File: src/rtl/seg7_scan_ctrl_if.sv
// seg7_scan_ctrl_if: host-side data and board-pin bundle for the 7-segment scanner
// master: drives en, hex_mode, load, din, dp_in, blank_in; observes SEG_COM, SEG_DATA, frame_done
// slave: the scanner itself
interface seg7_scan_ctrl_if #(parameter int N_DIGITS = 6);
  logic                    en;
  logic                    hex_mode;
  logic                    load;
  logic [4*N_DIGITS-1:0]   din;
  logic [N_DIGITS-1:0]     dp_in;
  logic [N_DIGITS-1:0]     blank_in;
  logic [N_DIGITS-1:0]     SEG_COM;
  logic [7:0]              SEG_DATA;
  logic                    frame_done;
  modport master (output en, hex_mode, load, din, dp_in, blank_in, input SEG_COM, SEG_DATA, frame_done);
  modport slave (input en, hex_mode, load, din, dp_in, blank_in, output SEG_COM, SEG_DATA, frame_done);
endinterface

File: src/rtl/seg7_scan_ctrl.sv
// seg7_scan_ctrl: double-buffered multiplexed 7-segment scan controller
// ports: clk, nRESET (async active-low), bus (slave): en, hex_mode, load, din, dp_in, blank_in in;
//        SEG_COM (active-low strobes, digit k on bit N_DIGITS-1-k), SEG_DATA {a..g,dp}, frame_done out
// option: define SEG7_LZB_EN for leading-zero blanking
module seg7_scan_ctrl #(
  parameter int N_DIGITS = 6,
  parameter int SCAN_DIV = 25000
) (
  input logic             clk,
  input logic             nRESET,
  seg7_scan_ctrl_if.slave bus
);
  localparam int PW = $clog2(SCAN_DIV);
  localparam int SW = $clog2(N_DIGITS);
  localparam logic [PW-1:0] PRE_LAST = PW'(SCAN_DIV - 1);
  localparam logic [SW-1:0] SLOT_LAST = SW'(N_DIGITS - 1);
  logic [PW-1:0] pre;
  logic [SW-1:0] slot;
  logic [4*N_DIGITS-1:0] sh_din, ds_din, s_din;
  logic [N_DIGITS-1:0] sh_dp, sh_blank, ds_dp, ds_blank, s_dp, s_blank, one_hot;
  logic [3:0] nib;
  logic [6:0] raw, segs;
  logic [7:0] data;
  logic tick, first, lz;
  assign tick = bus.en && pre == PRE_LAST;
  assign first = slot == '0;
  // slot 0 shows the frame being copied in this edge, so it reads the shadow directly
  assign s_din = first ? sh_din : ds_din;
  assign s_dp = first ? sh_dp : ds_dp;
  assign s_blank = first ? sh_blank : ds_blank;
  assign nib = 4'(s_din >> {slot, 2'b00});
  assign one_hot = {{(N_DIGITS-1){1'b0}}, 1'b1} << (N_DIGITS - 1 - int'(slot));
  always_comb begin
    case (nib)
      4'h0: raw = 7'b1111110;
      4'h1: raw = 7'b0110000;
      4'h2: raw = 7'b1101101;
      4'h3: raw = 7'b1111001;
      4'h4: raw = 7'b0110011;
      4'h5: raw = 7'b1011011;
      4'h6: raw = 7'b1011111;
      4'h7: raw = 7'b1110000;
      4'h8: raw = 7'b1111111;
      4'h9: raw = 7'b1111011;
      4'ha: raw = 7'b1110111;
      4'hb: raw = 7'b0011111;
      4'hc: raw = 7'b1001110;
      4'hd: raw = 7'b0111101;
      4'he: raw = 7'b1001111;
      default: raw = 7'b1000111;
    endcase
  end
  assign segs = (nib > 4'h9 && !bus.hex_mode) ? 7'b0 : raw;
`ifdef SEG7_LZB_EN
  // a digit is suppressed when it and every higher digit are zero; digit 0 always shows
  always_comb begin
    lz = slot != '0;
    for (int i = 0; i < N_DIGITS; i++)
      if (i >= int'(slot) && s_din[4*i +: 4] != 4'h0) lz = 1'b0;
  end
`else
  assign lz = 1'b0;
`endif
  assign data = s_blank[slot] ? 8'h00 : {lz ? 7'b0 : segs, s_dp[slot]};
  always_ff @(posedge clk or negedge nRESET) begin
    if (!nRESET) begin
      pre <= '0;
      slot <= '0;
      sh_din <= '0;
      sh_dp <= '0;
      sh_blank <= '0;
      ds_din <= '0;
      ds_dp <= '0;
      ds_blank <= '0;
      bus.SEG_COM <= '1;
      bus.SEG_DATA <= '0;
      bus.frame_done <= 1'b0;
    end else begin
      if (bus.load) begin
        sh_din <= bus.din;
        sh_dp <= bus.dp_in;
        sh_blank <= bus.blank_in;
      end
      if (!bus.en) begin
        pre <= '0;
        slot <= '0;
        bus.SEG_COM <= '1;
        bus.SEG_DATA <= '0;
        bus.frame_done <= 1'b0;
      end else if (tick) begin
        pre <= '0;
        slot <= slot == SLOT_LAST ? '0 : slot + SW'(1);
        bus.SEG_COM <= ~one_hot;
        bus.SEG_DATA <= data;
        bus.frame_done <= slot == SLOT_LAST;
        if (first) begin
          ds_din <= sh_din;
          ds_dp <= sh_dp;
          ds_blank <= sh_blank;
        end
      end else begin
        pre <= pre + PW'(1);
        bus.frame_done <= 1'b0;
      end
    end
  end
endmodule

File: src/flat_wrapper.sv
// flat-port wrapper written by rule: the top's interface ports become plain ports
module seg7_scan_ctrl_flat 
#(
  parameter int N_DIGITS = 6,
  parameter int SCAN_DIV = 25000
)
  (clk, nRESET, bus_en, bus_hex_mode, bus_load, bus_din, bus_dp_in, bus_blank_in, bus_SEG_COM, bus_SEG_DATA, bus_frame_done);
  seg7_scan_ctrl_if #(.N_DIGITS(N_DIGITS)) bus_i ();
  input logic clk;
  input logic nRESET;
  input wire logic [$bits(bus_i.en)-1:0] bus_en;
  input wire logic [$bits(bus_i.hex_mode)-1:0] bus_hex_mode;
  input wire logic [$bits(bus_i.load)-1:0] bus_load;
  input wire logic [$bits(bus_i.din)-1:0] bus_din;
  input wire logic [$bits(bus_i.dp_in)-1:0] bus_dp_in;
  input wire logic [$bits(bus_i.blank_in)-1:0] bus_blank_in;
  output wire logic [$bits(bus_i.SEG_COM)-1:0] bus_SEG_COM;
  output wire logic [$bits(bus_i.SEG_DATA)-1:0] bus_SEG_DATA;
  output wire logic [$bits(bus_i.frame_done)-1:0] bus_frame_done;
  assign bus_i.en = bus_en;
  assign bus_i.hex_mode = bus_hex_mode;
  assign bus_i.load = bus_load;
  assign bus_i.din = bus_din;
  assign bus_i.dp_in = bus_dp_in;
  assign bus_i.blank_in = bus_blank_in;
  assign bus_SEG_COM = bus_i.SEG_COM;
  assign bus_SEG_DATA = bus_i.SEG_DATA;
  assign bus_frame_done = bus_i.frame_done;
  seg7_scan_ctrl #(.N_DIGITS(N_DIGITS), .SCAN_DIV(SCAN_DIV)) u_core (.clk(clk), .nRESET(nRESET), .bus(bus_i));
endmodule
File: config.mk
export PLATFORM = sky130hd
export DESIGN_NAME = seg7_scan_ctrl_flat
export DESIGN_NICKNAME = d
export VERILOG_FILES = /design/src/rtl/seg7_scan_ctrl_if.sv /design/src/rtl/seg7_scan_ctrl.sv /design/src/flat_wrapper.sv
export SDC_FILE = /design/constraint.sdc
export NUM_CORES = 1
export LEC_CHECK = 0
export BUFFER_PORTS_ARGS = -buffer_cell sky130_fd_sc_hd__buf_4
export CAP_MARGIN = 20
export CORE_MARGIN = 3
export CORE_UTILIZATION = 59
export CTS_CLUSTER_DIAMETER = 30
export DETAILED_ROUTE_END_ITERATION = 12
export PLACE_DENSITY = 0.91
export SETUP_SLACK_MARGIN = 0.3
export SLEW_MARGIN = 15
export SYNTH_ARGS = -nofsm -noshare
export SYNTH_HDL_FRONTEND = slang
export SYNTH_SLANG_ARGS = --single-unit
export TNS_END_PERCENT = 1
File: constraint.sdc
create_clock -name clk -period 4.5 [get_ports clk]
set_input_delay 0.225 -clock clk [delete_from_list [all_inputs] [get_ports clk]]
set_output_delay 0.225 -clock clk [all_outputs]
set_load 0.01 [all_outputs]
# After elaboration in Yosys (flattened, before gate mapping)
# Memories as Yosys holds them, arrays and structs flattened.
# Index checks and enable logic that the tools add are counted.
[classes]
n_addsub = 3
reduce_logical = 5
n_bitwise = 1
shift = 2
order_cmp = 2
n_eq_ne = 3
muxes = 20
[ops]
columns = ["operator", "count"]
rows = [
  ["1-bit by 32-bit << shifter with 6-bit output (first input constant)", 1],
  ["15-bit two-way mux", 2],
  ["24-bit two-way mux", 1],
  ["6-bit two-way mux", 4],
  ["8-bit two-way mux", 3],
  ["24-bit by 5-bit right shift with 4-bit output", 1],
  ["15-bit by 1-bit adder with 15-bit output (second input constant)", 1],
  ["15-bit equality test (second input constant)", 1],
  ["3-bit two-way mux", 3],
  ["7-bit two-way mux", 1],
  ["1-bit binary-select mux with 3-bit select", 2],
  ["6-bit inverter", 1],
  ["4-bit > comparator (second input constant)", 1],
  ["3-bit by 4-bit < comparator with 1-bit output (second input constant)", 1],
  ["1-bit two-way mux", 4],
  ["3-bit by 3-bit subtractor with 4-bit output (first input constant)", 1],
  ["3-bit by 1-bit adder with 3-bit output (second input constant)", 1],
  ["3-bit equality test (second input constant)", 1],
  ["3-bit zero test", 1],
  ["1-bit logical AND", 2],
  ["2-bit by 1-bit inequality test with 1-bit output (second input constant)", 1],
  ["2-bit AND reduction", 1],
  ["1-bit zero test", 1],
]
[word_totals]
out_inout_bits = 15
mem_count = 1
regBits = 105
in_bits = 41
rom_bits = 112
[mem_list]
columns = ["memory", "words", "word_bits", "rd", "rd_ports_with_merged_regs", "write_ports", "line_no", "rtl"]
rows = [
  ["(no name shown)", 16, 7, 1, 0, 0, "seg7_scan_ctrl.sv:34", "case (nib)"],
]

# Depth between registers and ports, before layout
# Gate-level depths: netlist of run 1.
[depth]
depth_word = 9
mapped_depth = 15

# Least setup slack after synthesis of run 1
# OpenSTA, ideal clock, no wires.
[synth_timing]
path_type = "reg-to-reg"
start = "reg u_core.slot[1]"
end = "reg u_core.bus.SEG_DATA[4]"
path_slack_ns = 0.842
path_stages_with_launch = 14
setup_ns = 0.130
path_buffers = 3
arrival_time_ns = 3.528
cell_sequence = "dfrtp_1 > clkbuf_1 > inv_1 > ha_1 > nor2b_4 > buf_6 > buf_12 > mux2_4 > mux4_2 > a21oi_1 > ha_1 > or4_1 > o311ai_0 > o31ai_1"
[synth_via]
elab_chain_cells = 9
word_cells_on_any_way = 13
[synth_rtl]
columns = ["item", "line_no", "rtl"]
rows = [
  ["start, declared", "seg7_scan_ctrl.sv:18", "logic [SW-1:0] slot;"],
  ["start signal, assigned", "seg7_scan_ctrl.sv:92", "slot <= slot == SLOT_LAST ? '0 : slot + SW'(1);"],
  ["3-bit zero test", "seg7_scan_ctrl.sv:26", "assign first = slot == '0;"],
  ["24-bit two-way mux", "seg7_scan_ctrl.sv:28", "assign s_din = first ? sh_din : ds_din;"],
  ["24-bit by 5-bit right shift with 4-bit output", "seg7_scan_ctrl.sv:31", "assign nib = 4'(s_din >> {slot, 2'b00});"],
  ["4-bit > comparator", "seg7_scan_ctrl.sv:53", "assign segs = (nib > 4'h9 && !bus.hex_mode) ? 7'b0 : raw;"],
  ["1-bit logical AND", "seg7_scan_ctrl.sv:53", ""],
  ["7-bit two-way mux", "seg7_scan_ctrl.sv:53", ""],
  ["8-bit two-way mux *", "seg7_scan_ctrl.sv:64", "assign data = s_blank[slot] ? 8'h00 : {lz ? 7'b0 : segs, s_dp[slot]};"],
  ["8-bit two-way mux *", "seg7_scan_ctrl.sv:90", "end else if (tick) begin"],
  ["8-bit two-way mux *", "seg7_scan_ctrl.sv:84", "if (!bus.en) begin"],
  ["end signal, assigned", "seg7_scan_ctrl.sv:94", "bus.SEG_DATA <= data;"],
  ["end, declared", "seg7_scan_ctrl_if.sv:15", "modport slave (input en, hex_mode, load, din, dp_in, blank_in, output SEG_COM, SEG_DATA, frame_done);"],
]
# Every way passes the cells marked *; elsewhere a longest branch is shown, timed or not. The select of a mux whose other input is x is not followed.
# A chain may end at the register's enable or synchronous reset.

# Worst setup path after layout of run 1
# Same ends and word-level chain as after synthesis.

==> run_results.csv, run 1 <==
group,metric,value,unit
finish,drive_gt1_share,34.8,%
global_routing,grt_util_met1,28.7,%
timing,slew-limit-headroom,47.0,%
drt,drt_iter0_markers,176,
finish,n_fill_cell,557,
critical_path,critPathArrivalTime,4.12,ns
worst_hold_path,worstHoldStart,"bus_din[22]",
yosys,syn-cell-area,0.00509,sq mm
timing,rsz0062_at_grt,"no",
finish,finalInstanceArea,0.00577,sq mm
yosys,synth_edf_count,0,
drt,vias_per_cell,5.91,
yosys,synth_fa_ha_area_share,2.70,%
pwr,irDropWorstVdd,0.240,mV
die,fp.dieW,98.9,um
clock_network,clk_pin_slew_worst_paths,0.11,ns
finish,antennaDiodeCount,0,
timing,tns,0,ns
clock_network,cts.sinks,105,
critical_path,cp-start-kind,"flop",
place,post_dp_cell_area,0.00555,sq mm
critical_path,cp-end-kind,"flop",
global_routing,grt.busiest_layer,"met2",
pwr,power.leakage,0.00274,uW
yosys,yosys.area.top_type_share,48.7,%
drt,antenna_left,0,
die,initial_core_util,61.3,%
clock_network,clk_latency,0.38,ns
pwr,p_per_area,305,mW/mm^2
critical_path,r2r-start,"u_core.slot[1]",
critical_path,path_class,"reg2reg",
place,dp_hpwl,6890,um
timing,fin_crit,3.87,ns
critical_path,r2r_setup_slack,0.63,ns
global_routing,grt_pass1_vias,3348,
yosys,synth-simple-area-share,10.0,%
global_routing,antenna_found_initial,0,
yosys,ys_seq_area_share,51.8,%
yosys,muxShareOfSynthArea,22.8,%
die,core_area,0.00830,sq mm
die,row_count,33,
clock_network,ctsHtreeMaxLevel,3,
yosys,syn-num-nets,461,
critical_path,cp.required,4.74,ns
global_routing,grt_pass1_wl,16400,um
yosys,synth_top_area_cell,"dfrtp_1",
place,port_buffers,55,
yosys,synth_cells,409,
drt,wl,9720,um
yosys,ys_ff_latch,105,
yosys,async_flop_share,100,%
yosys,yosysMostFrequentCell,"dfrtp_1",
place,pre_cts_ws,0.588,ns
yosys,synth_compound_area_share,7.47,%
global_routing,grtUsageTotal,20.9,%
timing,worstMarginPinSlew,0.795,ns
drt,drc,0,
pwr,power.total,1760,uW
global_routing,grt_max_degree,66,
timing,hold_ws,0.0710,ns
global_routing,globalRouteOverflowTotal,0,
clock_network,clk_path_buf_depth,2,
timing,max_freq,258,MHz
clock_network,cts_root_buf,"clkbuf_8",
timing,timing.final.ws_setup,0.629,ns
flow_run,max_cap_viol_count,0,
die,dieArea,0.00978,sq mm
finish,fin_nets,512,
timing,hold_violations,0,
yosys,synth_xor_area_share,2.06,%
yosys,ys_top_cells_by_area,"dfrtp_1 49%, mux2_2 14%, dfstp_2 3.1%",
timing,slew_violations,0,
yosys,synth_common_cells,"99 x dfrtp_1, 62 x mux2_2, 25 x nand2_1, 25 x nor2_1, 15 x mux2i_1",
global_routing,grt_use_met3,5.45,%
critical_path,critPathMaxFanout,14,
clock_network,cts_buffers,9,
timing,setup_viol,0,
yosys,synth_top_family_by_area,"multiplexers",
drt,dr.pass1.iters,5,
timing,fin_crit_sh,86.0,%
outcome,status,"finished, final reports clean",
place,gp_congestion,0.889,
yosys,yosysWarnings,0,
clock_network,cts_tree,"done",
worst_hold_path,min_path_type,"in2reg",
yosys,avgSynthCellArea,12.4,sq um
drt,wl_per_cell,17.0,um
die,die_height,98.9,um
critical_path,startpoint,"u_core.slot[1]",
clock_network,post_cts_resized,0,
finish,syn2layout_area_growth,13.4,%
timing,fin_skew,0.0146,ns
yosys,synth_flop_cell,"dfrtp_1",
global_routing,met2_usage,33.1,%
yosys,yosys.cell_types.count,57,
die,pin_count,56,
drt,vias,3366,
## metal layers
layer | wire [um] | vias up | share of wire (%)
met4 | 138 | 0 | 1.4
met5 | 0 | - | 0
met3 | 558 | 13 | 5.7
met2 | 4850 | 91 | 50
li1 | - | 1583 | -
met1 | 4170 | 1679 | 43
## what timing repair did
| item | CTS | global route |
|---|---|---|
| endpoints found under the setup margin | 0 | 1 |
| setup buffers | 0 | 1 |
| hold buffers | 1 | 0 |
| hold endpoints to repair | 58 | 0 |
## cells in the final DEF (no fill, tap or decap), types with 5 or more instances in the layout
master / Yosys / final
dfrtp_1: 99 / 99
mux2_2: 62 / 62
buf_4: 0 / 60
nand2_1: 25 / 25
nor2_1: 25 / 24
mux2i_1: 15 / 15
mux2_1: 14 / 14
a21oi_1: 12 / 12
inv_1: 11 / 11
ha_1: 11 / 11
clkbuf_8: 0 / 10
nand3_1: 9 / 9
o21ai_0: 8 / 8
xor2_1: 8 / 8
and3_1: 7 / 7
nor3_1: 6 / 6
dfstp_2: 6 / 6
mux4_2: 5 / 5
o31ai_1: 5 / 5
## worst paths after layout
path / depth (start not counted) / to
setup / recovery: 10 / u_core.bus.SEG_DATA[4]
hold / removal: 2 / u_core.sh_din[22]
setup reg to reg: 10 / u_core.bus.SEG_DATA[4]
hold reg to reg: 2 / u_core.bus.SEG_DATA[2]
max in group asynchronous: 3 / u_core.bus.SEG_DATA[5]
min in group asynchronous: 2 / u_core.pre[11]
## flip-flops by register name, indices dropped and copies added (netlist names)
register	flops
u_core.sh_blank	6
u_core.sh_dp	6
u_core.bus.SEG_COM	6
u_core.bus.frame_done	1
u_core.pre	15
u_core.slot	3
u_core.sh_din	24
u_core.ds_dp	6
u_core.ds_blank	6
u_core.bus.SEG_DATA	8
u_core.ds_din	24
## logic make-up (layout without fill, tap and decap cells)
family,Yosys count,after routing
AOI/OAI and AO/OA,54,54
xor gates and xnor gates,12,12
adders and majority gates,11,11
buffers and inverters,32,88
DFF,105,105
muxes,98,98
and+or+nand+nor,97,97
## stage by stage
stage	utilization [%]	std cells
5_1_grt	69.5	570
2_1_floorplan	-	409
4_1_cts	69.5	569
3_3_place_gp	66.8	552
6_report	69.5	570
3_5_place_dp	66.8	552
## power by group
part | internal, uW | switching (uW)
registers | 978 | 28.9
logic | 87.9 | 79.9
clock network | 235 | 352
## layout make-up
cell class	instances	area (sq um)	area share, %
multi-input combinational	272	2300	39.8
tap	105	131	2.28
clock inverter	6	70.1	1.21
clock buffer	10	138	2.38
inverter	11	41.3	0.715
timing repair buffer	61	460	7.98
sequential	105	2640	45.7
## worst max-delay path: stages (launching register included)
cell and delay [ns]:
dfrtp_1 0.56, inv_1 0.29, ha_1 0.23, nor2b_4 0.31
mux2_2 0.37, mux4_2 0.50, a21oi_1 0.40, ha_1 0.32
or4_1 0.51, o311ai_0 0.12, o31ai_1 0.11
Power figures use the tool's default switching activity.
==> run 2: changes to the inputs <==
--- a/config.mk
+++ b/config.mk
@@ -5,11 +5,13 @@
 export SDC_FILE = /design/constraint.sdc
 export NUM_CORES = 1
 export LEC_CHECK = 0
+export ABC_AREA = 1
 export BUFFER_PORTS_ARGS = -buffer_cell sky130_fd_sc_hd__buf_4
 export CAP_MARGIN = 20
 export CORE_MARGIN = 3
 export CORE_UTILIZATION = 59
 export CTS_CLUSTER_DIAMETER = 30
+export CTS_CLUSTER_SIZE = 25
 export DETAILED_ROUTE_END_ITERATION = 12
 export PLACE_DENSITY = 0.91
 export SETUP_SLACK_MARGIN = 0.3
==> run 2 against run 1 <==
Effect of this change:
- global-route usage is 3.7 points higher
- clock skew is 0.0024 ns lower
- clock power is 6.8% lower
- non-clock buffer count is 3 lower
- largest cell class unchanged
==> run_results.csv, run 2 <==
group,metric,value,unit
timing,hold_violations,0,
clock_network,cts_buffers,9,
yosys,synth_common_cells,"208 x nand2_1, 99 x dfrtp_1, 65 x inv_1",
yosys,ys_seq_area_share,48.4,%
finish,drive_gt1_share,18.6,%
clock_network,clk_path_buf_depth,2,
yosys,async_flop_share,100,%
die,dieArea,0.0104,sq mm
yosys,syn-cell-area,0.00544,sq mm
place,gp_congestion,0.986,
clock_network,holdBufCountCts,0,
yosys,ys_ff_latch,105,
yosys,yosysMostFrequentCell,"nand2_1",
clock_network,cts.sinks,105,
yosys,synth_edf_count,0,
finish,fin_nets,769,
drt,wl_per_cell,14.5,um
critical_path,cp.required,4.77,ns
timing,fin_skew,0.0122,ns
drt,wl,12000,um
timing,max_freq,274,MHz
drt,dr.pass1.iters,5,
timing,fin_crit_sh,81.0,%
global_routing,antenna_found_initial,0,
yosys,yosys.area.top_type_share,45.5,%
timing,slew_violations,0,
pwr,power.leakage,0.00305,uW
yosys,ys_top_cells_by_area,"dfrtp_1 46%, nand2_1 14%, o21ai_0 5.7%",
finish,fin_cells,830,
die,initial_core_util,61.5,%
critical_path,cp-end-kind,"flop",
drt,drc,0,
global_routing,grt.busiest_layer,"met2",
worst_hold_path,min_path_type,"in2async",
timing,tns,0,ns
pwr,power.total,1750,uW
die,core_area,0.00885,sq mm
global_routing,met2_usage,39.9,%
critical_path,cp-start-kind,"flop",
die,row_count,34,
yosys,yosys.cell_types.count,35,
yosys,synth_flop_cell,"dfrtp_1",
global_routing,grt_pass1_wl,20200,um
clock_network,cts_tree,"done",
drt,vias,4542,
clock_network,post_cts_resized,0,
critical_path,path_class,"reg2reg",
timing,setup_viol,0,
global_routing,globalRouteOverflowTotal,0,
clock_network,post-cts-setup-buffer-count,0,
critical_path,reg2regPathDepth,18,
place,dpl.cell_count,814,
outcome,status,"finished, final reports clean",
yosys,avgSynthCellArea,8.07,sq um
finish,finalInstanceArea,0.00603,sq mm
die,pin_count,56,
finish,syn2layout_area_growth,10.8,%
global_routing,grt_pass1_vias,4380,
global_routing,grt_util_met1,33.4,%
yosys,syn-num-nets,726,
critical_path,critPathArrivalTime,3.92,ns
finish,final_cell_mix,"208 x nand2_1, 99 x dfrtp_1, 65 x inv_1",
global_routing,grt_max_degree,79,
pwr,irDropWorstVdd,0.171,mV
place,dp_hpwl,8580,um
die,fp.dieW,102,um
global_routing,grtUsageTotal,24.6,%
critical_path,critPathMaxFanout,51,
yosys,yosysWarnings,0,
pwr,p_per_area,290,mW/mm^2
place,post_dp_cell_area,0.00585,sq mm
finish,antennaDiodeCount,0,
drt,drt_iter0_markers,326,
yosys,synth_top_area_cell,"dfrtp_1",
clock_network,clk_pin_slew_worst_paths,0.11,ns
timing,fin_crit,3.65,ns
timing,worstMarginPinSlew,0.968,ns
finish,final_common_cell,"nand2_1",
clock_network,cts_root_buf,"clkbuf_8",
flow_run,max_cap_viol_count,0,
timing,slew-limit-headroom,35.4,%
timing,hold_ws,0.00416,ns
die,die_height,102,um
drt,vias_per_cell,5.47,
global_routing,grt_use_met3,3.48,%
yosys,synth_cells,674,
clock_network,ctsHtreeMaxLevel,3,
clock_network,clk_latency,0.37,ns
timing,rsz0062_at_grt,"no",
finish,top_regs,"u_core.ds_din (24), u_core.sh_din (24), u_core.pre (15)",
drt,antenna_left,0,
place,port_buffers,55,
run 2: cell types whose count changed after synthesis, sizes merged, moves of 6 or more:
cell   before  now
mux2i      15    0
nor2       25   48
mux2       77   19
xor2        8    0
a21oi      12   18
inv        11   73
nand2      25  217
nand3       9   58
nand4       0    7
o31ai       6    0
o21ai      12   70
and3        8    0
mux4        6    0
run 2: stage by stage:
step | worst slack, ns | utilization [%]
global route | 0.440 | 68.1
global placement | 1.10 | 66.1
detailed placement | 0.938 | 66.1
floorplan | 1.95 | -
finish | 0.854 | 68.1
CTS | 0.904 | 68.1
run 2: kinds of logic after synthesis:
family                     synth area share [%]
adders and majority gates                  2.53
buffers and inverters                      8.14
muxes                                      3.93
and+or+nand+nor                            26.9
AOI/OAI and AO/OA                          10.1
DFF                                        48.4
run 2: path summary, 6_finish.rpt:
| check | start | to | slack (ns) |
|---|---|---|---|
| setup / recovery | u_core.slot[0] | u_core.bus.SEG_DATA[5] | 0.85 |
| hold / removal | nRESET | u_core.sh_dp[3] | 0.004 |
| setup reg to reg | u_core.slot[0] | u_core.bus.SEG_DATA[5] | 0.85 |
| hold reg to reg | u_core.ds_din[15] | u_core.ds_din[15] | 0.48 |
| max in group asynchronous | nRESET | u_core.bus.SEG_COM[1] | 3.51 |
| min in group clk | bus_dp_in[2] | u_core.sh_dp[2] | 0.05 |
run 2: worst max-delay path: stages (launching register included):
cell and delay [ns]:
dfrtp_1 0.62, inv_2 0.36, ha_1 0.62, nand2_4 0.43
nand2_1 0.22, nand3_1 0.09, nand2_1 0.08, inv_1 0.04
nand2_1 0.05, nand2_1 0.04, nand2_1 0.18, inv_1 0.11
ha_1 0.23, nand3_2 0.12, nand3_1 0.11, nand2_1 0.11
inv_2 0.04, nand2_1 0.05, nand2_1 0.05
run 2: layer usage:
layer / share of wire [%] / wire length, um
met5: 0 / 0
met2: 48 / 5820
met3: 5.4 / 646
met4: 2.4 / 293
met1: 44 / 5280
run 2: final cells by class:
type | count | area [sq um]
fill | 741 | 2820
sequential | 105 | 2640
multi-input combinational | 468 | 2360
timing repair buffer | 58 | 435
inverter | 75 | 282
tap | 108 | 135
clock buffer | 9 | 124
clock inverter | 7 | 53.8
run 2: power by group:
group	leakage, uW	total, uW	internal (uW)	switching (uW)
clock	0.0000875	546	206	339
sequential	0.00134	999	981	17.6
combinational	0.00162	203	77.4	125
total	0.00305	1750	1260	482
==> run 3: changes to the inputs <==
--- a/config.mk
+++ b/config.mk
@@ -9,11 +9,11 @@
 export BUFFER_PORTS_ARGS = -buffer_cell sky130_fd_sc_hd__buf_4
 export CAP_MARGIN = 20
 export CORE_MARGIN = 3
-export CORE_UTILIZATION = 59
+export CORE_UTILIZATION = 53
 export CTS_CLUSTER_DIAMETER = 30
 export CTS_CLUSTER_SIZE = 25
 export DETAILED_ROUTE_END_ITERATION = 12
-export PLACE_DENSITY = 0.91
+export PLACE_DENSITY = 0.87
 export SETUP_SLACK_MARGIN = 0.3
 export SLEW_MARGIN = 15
 export SYNTH_ARGS = -nofsm -noshare
==> constraint.sdc (replaced) <==
create_clock -name clk -period 3 [get_ports clk]
set_input_delay 0.15 -clock clk [delete_from_list [all_inputs] [get_ports clk]]
set_output_delay 0.15 -clock clk [all_outputs]
set_load 0.01 [all_outputs]
==> run 3 against run 2 <==
Effect of this change:
- cell area rose by 9.6%
- first-iteration DRC count rose by 32%
- hold slack improved by 0.0083 ns
- sequential cell count did not move
- via count rose by 6.8%
- combinational power rose by 69%
- count of clock-buffer cells in the layout rose by 1
- non-clock buffer count rose by 50
- clock power rose by 82%
- sequential share of layout area fell by 3.8 points
- sequential power rose by 50%
- critical path type unchanged
==> run_results.csv, run 3 (synthesis gave the netlist of run 2 again) <==
group,metric,value,unit
pwr,swShare,25.4,%
finish,seq_area,0.00264,sq mm
critical_path,path_class,"reg2reg",
global_routing,grtUsageTotal,24.6,%
global_routing,grt_util_met1,32.1,%
drt,antenna_left,0,
die,dieArea,0.0115,sq mm
timing,fin_crit,2.50,ns
clock_network,clk_path_buf_depth,2,
global_routing,antenna_found_initial,0,
global_routing,grt.busiest_layer,"met2",
die,fp.dieW,107,um
finish,multi_input_area,0.00239,sq mm
finish,syn2layout_area_growth,21.4,%
global_routing,met2_usage,41.0,%
drt,dr.pass1.iters,5,
critical_path,critPathArrivalTime,2.81,ns
critical_path,max_stage_delay,0.47,ns
die,initial_core_util,55.2,%
pwr,power.leakage,0.00329,uW
worst_hold_path,min_path_type,"in2reg",
clock_network,cts_root_buf,"clkbuf_8",
pwr,p_int,2120,uW
flow_run,max_cap_viol_count,0,
global_routing,grt_pass1_wl,22400,um
clock_network,clk_pin_slew_worst_paths,0.09,ns
timing,slew-limit-headroom,34.8,%
clock_network,cts.sinks,105,
pwr,p_per_area,429,mW/mm^2
global_routing,grt_max_degree,81,
timing,max_freq,400,MHz
place,dp_hpwl,8810,um
critical_path,crit_top_cell,"nand2_1",
critical_path,cp-start-kind,"flop",
die,core_area,0.00986,sq mm
pwr,p_sw,719,uW
die,row_count,36,
timing,fin_skew,0.00857,ns
timing,fin_crit_sh,83.3,%
drt,wl,13300,um
timing,worstMarginPinSlew,0.978,ns
clock_network,ctsHtreeMaxLevel,3,
clock_network,clk_latency,0.38,ns
finish,n_fill_cell,741,
drt,wl_per_cell,14.7,um
drt,vias_per_cell,5.36,
critical_path,cp-end-kind,"flop",
global_routing,grt_pass1_vias,4764,
pwr,comb_power_share,12.1,%
critical_path,path_cells,"inv_2, ha_4, nand2_8, buf_6, nand2_2, nand3_2, nand2_1, clkinv_1, nand2_1, a21oi_2, ha_1, nand3_2, nand2_1, nand2_1, nor2_1, nand2_1, nand2_1",
finish,top_regs,"u_core.ds_din (24), u_core.sh_din (24), u_core.pre (15)",
timing,rsz0062_at_grt,"no",
die,die_height,107,um
finish,fin_nets,819,
pwr,p_clk_share,35.0,%
timing,setup_viol,0,
drt,drc,0,
pwr,irDropWorstVdd,0.312,mV
finish,antennaDiodeCount,0,
critical_path,critPathMaxFanout,31,
pwr,seq_power_share,52.8,%
global_routing,grt_use_met3,4.50,%
timing,timing.final.ws_setup,0.502,ns
clock_network,cts_buffers,9,
finish,drive_gt1_share,19.3,%
place,pre_cts_ws,0.309,ns
finish,final_cell_mix,"208 x nand2_1, 99 x dfrtp_1, 70 x buf_4",
global_routing,globalRouteOverflowTotal,0,
finish,final_common_cell,"nand2_1",
critical_path,critPathSlowestCell,"dfrtp_1",
drt,vias,4853,
timing,slew_violations,0,
die,pin_count,56,
clock_network,cts_tree,"done",
outcome,status,"finished, final reports clean",
drt,drt_iter0_markers,430,
timing,tns,0,ns
critical_path,cp.required,3.31,ns
timing,hold_violations,0,
place,gp_congestion,0.884,
place,port_buffers,55,
-- run 3: changes by cell type in the layout (fill, tap and decap cells not counted), moves of 2 or more --
cell	delta
clkinvlp_4	-2
buf_4	+12
bufinv_16	+2
buf_6	+2
dlygate4sd3_1	+36
-- run 3: routing by layer --
metal	vias to the layer above	part of all wire, %	wire (um)
met4	0	2.6	348
li1	2339	-	-
met3	42	6.3	843
met1	2288	42	5520
met5	-	0	0
met2	184	49	6570
-- run 3: power by group through the flow --
stage / Combinational [uW] / Clock, uW / Sequential [uW]
2_1_floorplan: 186 / 0 / 1520
3_3_place_gp: 296 / 0 / 1520
3_5_place_dp: 302 / 0 / 1520
4_1_cts: 342 / 1010 / 1500
5_1_grt: 392 / 1060 / 1500
6_report: 344 / 993 / 1500
-- run 3: repair_timing --
action / 4_1_cts / 5_1_grt
hold buffers: 36 / 0
endpoints found under the setup margin: 4 / 7
hold endpoints to repair: 107 / 0
gates resized for setup: 1 / 6
pin swaps: 1 / 1
setup buffers: 3 / 2
-- run 3: area by class of cell --
class,count,share of cell area [%]
clock inverters,6,1.33
multi-input cells,468,36.2
flip-flops and latches,105,39.9
inverters,75,4.26
well taps,133,2.52
repair buffers,108,13.7
clock buffers,10,2.08
-- run 3: path summary, 6_finish.rpt --
path                       slack [ns]  cells past startpoint         startpoint                     end
max in group asynchronous        1.73                      3             nRESET  u_core.bus.SEG_DATA[1]
hold reg to reg                  0.49                      2  u_core.ds_din[15]       u_core.ds_din[15]
hold / removal                   0.01                      3        bus_din[21]       u_core.sh_din[21]
setup / recovery                 0.50                     17     u_core.slot[1]  u_core.bus.SEG_DATA[3]
min in group asynchronous        0.45                      2             nRESET       u_core.ds_din[16]
setup reg to reg                 0.50                     17     u_core.slot[1]  u_core.bus.SEG_DATA[3]
-- run 3: through the flow --
| step | hold slack [ns] | utilization, % | cell area, sq um | cells | total power [uW] |
|---|---|---|---|---|---|
| CTS | 0.00202 | 66.6 | 6570 | 903 | 2850 |
| global route | 0.0252 | 67.0 | 6610 | 905 | 2960 |
| global placement | 0.359 | 60.3 | 5950 | 848 | 1820 |
| floorplan | -0.146 | - | 5440 | 674 | 1700 |
| finish | 0.0124 | 67.0 | 6610 | 905 | 2840 |
| detailed placement | 0.362 | 60.3 | 5950 | 848 | 1830 |
-- run 3: critical path, delay by kind of cell (launching register included) --
kind,cells,cell delay [ns]
and+or+nand+nor,11,0.95
DFF,1,0.47
adders and majority gates,2,0.45
buffers and inverters,3,0.33
AOI/OAI and AO/OA,1,0.22
